File: config.mk
export PLATFORM = sky130hd
export DESIGN_NAME = noc_local_injector
export DESIGN_NICKNAME = d
export VERILOG_FILES = /design/src/rtl/noc_local_injector.sv
export SDC_FILE = /design/constraint.sdc
export NUM_CORES = 1
export LEC_CHECK = 0
export ABC_CLOCK_PERIOD_IN_PS = 5700
export BUFFER_PORTS_ARGS = -buffer_cell sky130_fd_sc_hd__buf_2
export CAP_MARGIN = 30
export CORE_MARGIN = 2
export CORE_UTILIZATION = 48
export DETAILED_ROUTE_END_ITERATION = 10
export PLACE_DENSITY = 0.67
export SLEW_MARGIN = 10
export SYNTH_ARGS = -nofsm -noshare
export SYNTH_HDL_FRONTEND = slang
export SYNTH_SLANG_ARGS = --single-unit
File: constraint.sdc
create_clock -name clk -period 5.7 [get_ports clk]
set_input_delay 0.855 -clock clk [delete_from_list [all_inputs] [get_ports clk]]
set_output_delay 0.855 -clock clk [all_outputs]
set_load 0.005 [all_outputs]
File: src/rtl/noc_local_injector.sv
// rtl/noc_local_injector.sv - local-port transmitter: queues core packet requests and injects single-flit packets into the router
module noc_local_injector #(
    parameter int CS         = 2,
    parameter int DATA_W     = 3,
    parameter int PL         = 1 + 2 * CS + DATA_W,
    parameter int FIFO_DEPTH = 4,
    parameter int MAX_WAIT   = 15
) (
    input  logic                          clk,
    input  logic                          rst_n,
    input  logic                          req_valid,
    output logic                          req_ready,
    input  logic [CS-1:0]                 req_dest_x,
    input  logic [CS-1:0]                 req_dest_y,
    input  logic [DATA_W-1:0]             req_data,
    input  logic [CS-1:0]                 router_X,
    input  logic [CS-1:0]                 router_Y,
    input  logic                          avail_in,
    output logic [0:PL-1]                 flit_out,
    output logic [$clog2(FIFO_DEPTH):0]   fifo_count,
    output logic                          self_drop,
    output logic                          stall_timeout,
    output logic [15:0]                   sent_count
);

    localparam int PTR_W  = $clog2(FIFO_DEPTH);
    localparam int CNT_W  = PTR_W + 1;
    localparam int WAIT_W = $clog2(MAX_WAIT + 1);
    localparam logic [CNT_W-1:0]  DEPTH_C    = CNT_W'(FIFO_DEPTH);
    localparam logic [WAIT_W-1:0] MAX_WAIT_C = WAIT_W'(MAX_WAIT);
    localparam logic [WAIT_W-1:0] WAIT_ONE   = WAIT_W'(1);

    typedef enum logic [1:0] {
        IDLE  = 2'd0,
        SEND  = 2'd1,
        STALL = 2'd2
    } state_t;

    // Entry holds the flit body without the valid bit: {dest_x, dest_y, data}
    logic [PL-2:0]       mem_q [FIFO_DEPTH];
    logic [PTR_W-1:0]    wr_ptr_q, wr_ptr_d;
    logic [PTR_W-1:0]    rd_ptr_q, rd_ptr_d;
    logic [CNT_W-1:0]    count_q, count_d;
    logic [0:PL-1]       flit_q, flit_d;
    logic                self_drop_q, self_drop_d;
    logic                timeout_q, timeout_d;
    logic [15:0]         sent_q, sent_d;
    logic [WAIT_W-1:0]   wait_q, wait_d;
    state_t              state_q, state_d;

    logic empty;
    logic is_self;
    logic accept;
    logic push;
    logic pop;

    assign empty     = (count_q == '0);
    assign req_ready = (count_q < DEPTH_C);
    assign is_self   = (req_dest_x == router_X) && (req_dest_y == router_Y);
    assign accept    = req_valid && req_ready;
    assign push      = accept && !is_self;
    // Pop looks at pre-edge occupancy, so an entry pushed into an empty queue waits one edge
    assign pop       = !empty && avail_in;

    always_comb begin
        wr_ptr_d    = wr_ptr_q;
        rd_ptr_d    = rd_ptr_q;
        count_d     = count_q;
        flit_d      = '0;
        self_drop_d = accept && is_self;
        sent_d      = sent_q;

        if (push) begin
            wr_ptr_d = wr_ptr_q + PTR_W'(1);
        end
        if (pop) begin
            rd_ptr_d = rd_ptr_q + PTR_W'(1);
            flit_d   = {1'b1, mem_q[rd_ptr_q]};
            sent_d   = sent_q + 16'd1;
        end

        case ({push, pop})
            2'b10:   count_d = count_q + CNT_W'(1);
            2'b01:   count_d = count_q - CNT_W'(1);
            default: count_d = count_q;
        endcase
    end

    always_comb begin
        state_d   = state_q;
        wait_d    = '0;
        timeout_d = 1'b0;

        case (state_q)
            IDLE: begin
                if (!empty) begin
                    if (avail_in) begin
                        state_d = SEND;
                    end else begin
                        state_d   = STALL;
                        wait_d    = WAIT_ONE;
                        timeout_d = (MAX_WAIT_C == WAIT_ONE);
                    end
                end
            end
            SEND: begin
                if (empty) begin
                    state_d = IDLE;
                end else if (!avail_in) begin
                    state_d   = STALL;
                    wait_d    = WAIT_ONE;
                    timeout_d = (MAX_WAIT_C == WAIT_ONE);
                end
            end
            STALL: begin
                if (avail_in) begin
                    state_d = SEND;
                end else begin
                    // Saturate at MAX_WAIT so the timeout pulses once per stall episode
                    wait_d    = (wait_q == MAX_WAIT_C) ? wait_q : wait_q + WAIT_ONE;
                    timeout_d = (wait_q == MAX_WAIT_C - WAIT_ONE);
                end
            end
            default: begin
                state_d = IDLE;
            end
        endcase
    end

    always_ff @(posedge clk) begin
        if (push) begin
            mem_q[wr_ptr_q] <= {req_dest_x, req_dest_y, req_data};
        end
    end

    always_ff @(posedge clk or negedge rst_n) begin
        if (!rst_n) begin
            wr_ptr_q    <= '0;
            rd_ptr_q    <= '0;
            count_q     <= '0;
            flit_q      <= '0;
            self_drop_q <= 1'b0;
            timeout_q   <= 1'b0;
            sent_q      <= '0;
            wait_q      <= '0;
            state_q     <= IDLE;
        end else begin
            wr_ptr_q    <= wr_ptr_d;
            rd_ptr_q    <= rd_ptr_d;
            count_q     <= count_d;
            flit_q      <= flit_d;
            self_drop_q <= self_drop_d;
            timeout_q   <= timeout_d;
            sent_q      <= sent_d;
            wait_q      <= wait_d;
            state_q     <= state_d;
        end
    end

    assign flit_out      = flit_q;
    assign fifo_count    = count_q;
    assign self_drop     = self_drop_q;
    assign stall_timeout = timeout_q;
    assign sent_count    = sent_q;

endmodule

### Word-level counts from Yosys, hierarchy flattened

Memory sizes are Yosys's and may differ from the RTL's.
Cells that the tools add are included.

* add/subtract/negate cells: 6
* $mul: 0
* divide/modulo/power cells: 0
* order comparisons: 1
* equal/unequal tests: 12
* shifts and indexed selects: 0
* mux-type cells: 17
* bitwise operators: 0
* reduce and logical (&&, ||, !) cells: 12

Operator list (count)
* $add A16 B1 Y16 const B: 1
* $mux W2: 5
* $eq A4 B4 Y1 const B: 2
* $mux W4: 2
* $mux W8: 1
* $pmux W4 S2: 1
* $mux W1: 6
* $ne A3 B3 Y1 const B: 2
* $pmux W2 S3: 1
* $pmux W3 S2: 1
* $logic_and A1 B1 Y1: 5
* $add A2 B1 Y2 const B: 2
* $add A4 B1 Y4 const B: 1
* $eq A2 B1 Y1 const B: 2
* $eq A2 B2 Y1: 2
* $eq A2 B2 Y1 const B: 2
* $ne A2 B2 Y1 const B: 2
* $add A3 B1 Y3 const B: 1
* $logic_not A3 Y1: 1
* $lt A3 B3 Y1 const B: 1
* $reduce_and A3 Y1: 1
* $sub A3 B1 Y3 const B: 1
* $logic_not A1 Y1: 2
* $logic_not A2 Y1: 1
* other kinds (2): 2

* flip-flop bits (word level): 39
* latch bits: 0
* memory bits (writable): 28
* bits in read-only memories: 0
* input port bits: 15
* output and inout port bits: 30
* word-level logic and storage cells: 58
* memories: 1

Memories
* mem_q: depth 4, bits a word 7, read ports 1, clocked after memory_dff 0, wr ports 1, RTL line 40 `logic [PL-2:0] mem_q [FIFO_DEPTH];`

### Longest topological paths before layout

* word-level depth: 6
* gate-level depth with buffers: 11
* gate-level depth less buffers: 10

### Worst setup path after synthesis

No wires, ideal clock.

* path type: input to register
* start point: input router_Y[0]
* end point: register count_q[2], in the netlist fifo_count[2]
* setup time: 0.080 ns
* arrival: 2.410 ns
* data required time: 5.620 ns
* slack: 3.211 ns
* cell stages on the path: 11
* buffers on the path: 1
* cell sequence: xnor2_1 -> nand4_1 -> and3_1 -> buf_2 -> inv_1 -> ha_1 -> inv_1 -> fa_1 -> xor2_1 -> nor2_1 -> xnor2_1

* cells in the longest elaborated chain, start to end: 6
* elaborated cells between the ends (all ways): 8
* those cells by class: 3 x eq/ne; 1 x mux; 4 x reduce/logical

RTL lines
* start: declaration: RTL line 17 `input logic [CS-1:0] router_Y,`
* $eq A2 B2 Y1 (*): RTL line 59 `assign is_self = (req_dest_x == router_X) && (req_dest_y == router_Y);`
* $logic_and A1 B1 Y1 (*): RTL line 59
* $logic_not A1 Y1 (*): RTL line 61 `assign push = accept && !is_self;`
* $logic_and A1 B1 Y1 (*): RTL line 61
* $eq A2 B1 Y1 or $eq A2 B2 Y1 (tied branches): RTL line 82 `case ({push, pop})`
* $pmux W3 S2 or $reduce_bool A2 Y1 (tied branches)
* end signal: assignment: RTL line 150 `count_q <= count_d;`
* end: declaration: RTL line 43 `logic [CNT_W-1:0] count_q, count_d;`

Every way passes the cells marked *; elsewhere a longest branch is shown, timed or not.
A chain may end at the register's enable or synchronous reset.

### Final worst setup path

* start point: input req_dest_y[0]
* end point: register count_q[2], in the netlist fifo_count[2]

* cells in the longest elaborated chain, start to end: 6
* elaborated cells between the ends (all ways): 8
* those cells by class: 3 x eq/ne; 1 x mux; 4 x reduce/logical

RTL lines
* start: declaration: RTL line 14 `input logic [CS-1:0] req_dest_y,`
* $eq A2 B2 Y1 (*): RTL line 59
* $logic_and A1 B1 Y1 (*): RTL line 59
* $logic_not A1 Y1 (*): RTL line 61
* $logic_and A1 B1 Y1 (*): RTL line 61
* $eq A2 B1 Y1 or $eq A2 B2 Y1 (tied branches): RTL line 82
* $pmux W3 S2 or $reduce_bool A2 Y1 (tied branches)

Marks and branches as above.

==> impl_metrics.ini <==
[status]
outcome = finished clean

[synth]
ys_ff_latch = 67
netlist_area_um2 = 2780
synth_cell_type_count = 30
synth_cells = 189
syn_avg_cell_area_um2 = 14.7
synthesis.nets = 213
yosysWarnings = 0
synthArstFlopShare_pct = 58.2
synthFlopType = dfrtp_1
seq_area_frac_synth_pct = 65.3
synth_edf_count = 28

[sta]
finalHoldViolCount = 0
tightest_slew_ns = 0.748
fmax_ghz = 0.424
fin_crit_sh_pct = 41.4
finalClockSkew_ns = 0.00983
tns_ns = 0
fin_crit_ns = 2.36
slew_headroom_pct = 50.1
drv_slew = 0
setup_viol = 0
rsz0062_at_grt = false

[critical_path]
critPathRequiredTime_ns = 5.96
end_kind = flip-flop
rrSetupSlack_ns = 3.42
slowest_delay_ns = 0.38
rr_worst_depth = 8
crit_chain = buf_2 -> xnor2_1 -> nand4_1 -> and3_1 -> inv_1 -> ha_1 -> inv_1 -> fa_1 -> xor2_1 -> nor2_1 -> xnor2_1
cp.arrival_ns = 2.62
r2r-start = fifo_count[2]$_DFFE_PN0P_
cp_top_family = adder cells
path_buf_inv = 3
crit_path_start = req_dest_y[0]
crit_fanout = 7
rr_endpoint = fifo_count[2]$_DFFE_PN0P_
path_depth = 11
start_kind = primary input
critPathKind = primary input to flip-flop
critPathSlowestCell = fa_1

[final_layout]
drive_gt1_share_pct = 28.9
final_cells = 318
syn_to_final_growth_pct = 17.8
antennaDiodeCount = 0
fill_cells = 470
ff_latch_area_um2 = 1820
multi_input_area_um2 = 903
layout_common_cells = buf_2 (44), dfrtp_1 (39), edfxtp_1 (28)
final_nets = 265
final_common_cell = buf_2
fin_area_um2 = 3280

[floorplanning]
die_y_um = 80.1
io_pins = 45
start_util_pct = 50.2
core_area_um2 = 5540
die_width_um = 80.1
dieArea_um2 = 6420
std_cell_rows = 27

[clocking]
clk_pin_slew_worst_paths_ns = 0.07
cts_buffer_depth = 2
insertion_delay_ns = 0.34
clock-sinks = 67
clockRootBuffer = clkbuf_8
postCtsSetupRepairBufs = 0
htreeDepth = 3
ctsResizeCount = 0
cts_hold_buf = 0
numCtsBuffers = 9
cts_tree = yes

[global_routing]
grt_pass1_vias = 1542
antenna_found_initial = 0
grt_overflow = 0
grt_pass1_wl_um = 7770
grt_usage_pct = 16.6
grt_start_max_net_pins = 40

[power_and_ir_drop]
power.total_uw = 1430
power_density_nw_per_um2 = 436
leakage_uw = 0.00143
peakVddDrop_uv = 199

[placed_design]
place.gp.congestion = 0.790
port-buffer-count = 44
placed_area_um2 = 3070
dp_cells = 301
hpwl_um = 3080

[drt]
ant_nets = 0
viasPerCell = 5.01
drt_first_pass_iters = 4
wire_per_inst_um = 14.4
via_count = 1593
drc = 0
finalWirelength_um = 4580
drtIter0Drc = 138

[hold_path]
hold_path_class = primary input to async pin

[flow_run]
maxCapViolCount = 0
-- state kept, by name, summed over array words and instances, names as in the netlist --
name           count
rd_ptr_q           2
mem_q             28
flit_out           8
wait_q             4
stall_timeout      1
sent_count        16
self_drop          1
wr_ptr_q           2
state_q            2
fifo_count         3
-- worst reg2reg max path, stage by stage (launching register included) --
cell and delay [ns]:
dfrtp_1 0.46, o31ai_4 0.71, inv_2 0.16, ha_1 0.25, inv_1 0.08, fa_1 0.18, xor2_1 0.15, nor2_1 0.06
xnor2_1 0.12
-- layer usage --
layer | global-route usage (%) | vias up | wire (um)
met1 | 22.9 | 782 | 2170
met3 | 4.72 | 9 | 214
met5 | 0 | - | 0
li1 | - | 763 | -
met4 | 8.14 | 0 | 95
met2 | 24.1 | 39 | 2100
-- through the flow --
stage / utilization, % / hold slack [ns] / setup slack [ns]
2_1_floorplan: - / 0.468 / 3.21
6_report: 59.1 / 0.402 / 3.34
4_1_cts: 58.8 / 0.474 / 3.33
5_1_grt: 59.1 / 0.405 / 3.23
3_5_place_dp: 55.4 / 0.464 / 2.98
3_3_place_gp: 55.4 / 0.458 / 3.04
-- how the worst max path moves through the flow --
stage	endpoint	slack, ns
after global routing	fifo_count[2]$_DFFE_PN0P_	3.23
after global placement	fifo_count[2]$_DFFE_PN0P_	3.04
final	fifo_count[2]$_DFFE_PN0P_	3.34
after floorplan	fifo_count[2]$_DFFE_PN0P_	3.21
after CTS	fifo_count[2]$_DFFE_PN0P_	3.33
after detailed placement	fifo_count[2]$_DFFE_PN0P_	2.98
-- synth_stat cells (3+ instances only) --
cell	n	area, um2
mux4_2	7	158
nand2_1	11	41.3
ha_1	8	100
nand3_1	8	40.0
edfxtp_1	28	841
buf_2	3	15.0
and2_1	4	25.0
dfrtp_1	39	976
nor2_1	11	41.3
nand4_1	5	31.3
xnor2_1	22	193
nor2b_1	7	43.8
inv_1	10	37.5
xor2_1	4	35.0
-- cell type report --
type / instances / share of cell area, %
tap: 72 / 2.75
clock buffer: 10 / 3.90
multi-input combinational: 107 / 27.6
sequential: 67 / 55.5
inverter: 11 / 1.26
clock inverter: 6 / 1.72
timing repair buffer: 45 / 7.33
-- power breakdown --
part | switching [uW] | internal, uW
Combinational | 153 | 192
Clock | 174 | 198
Sequential | 104 | 608
-- cell families (layout without fill, tap and decap cells) --
logic type	Yosys count	in the layout	share of synthesized area [%]
AO/OA/AOI/OAI	4	4	1.49
adder cells (fa/ha/maj)	9	9	4.32
flip-flops	67	67	65.3
multiplexers	10	10	6.98
XOR/XNOR	26	26	8.19
AND/OR/NAND/NOR	58	58	11.5
buffers and inverters	15	72	2.16
No activity file was read; power rests on OpenSTA's default activity.
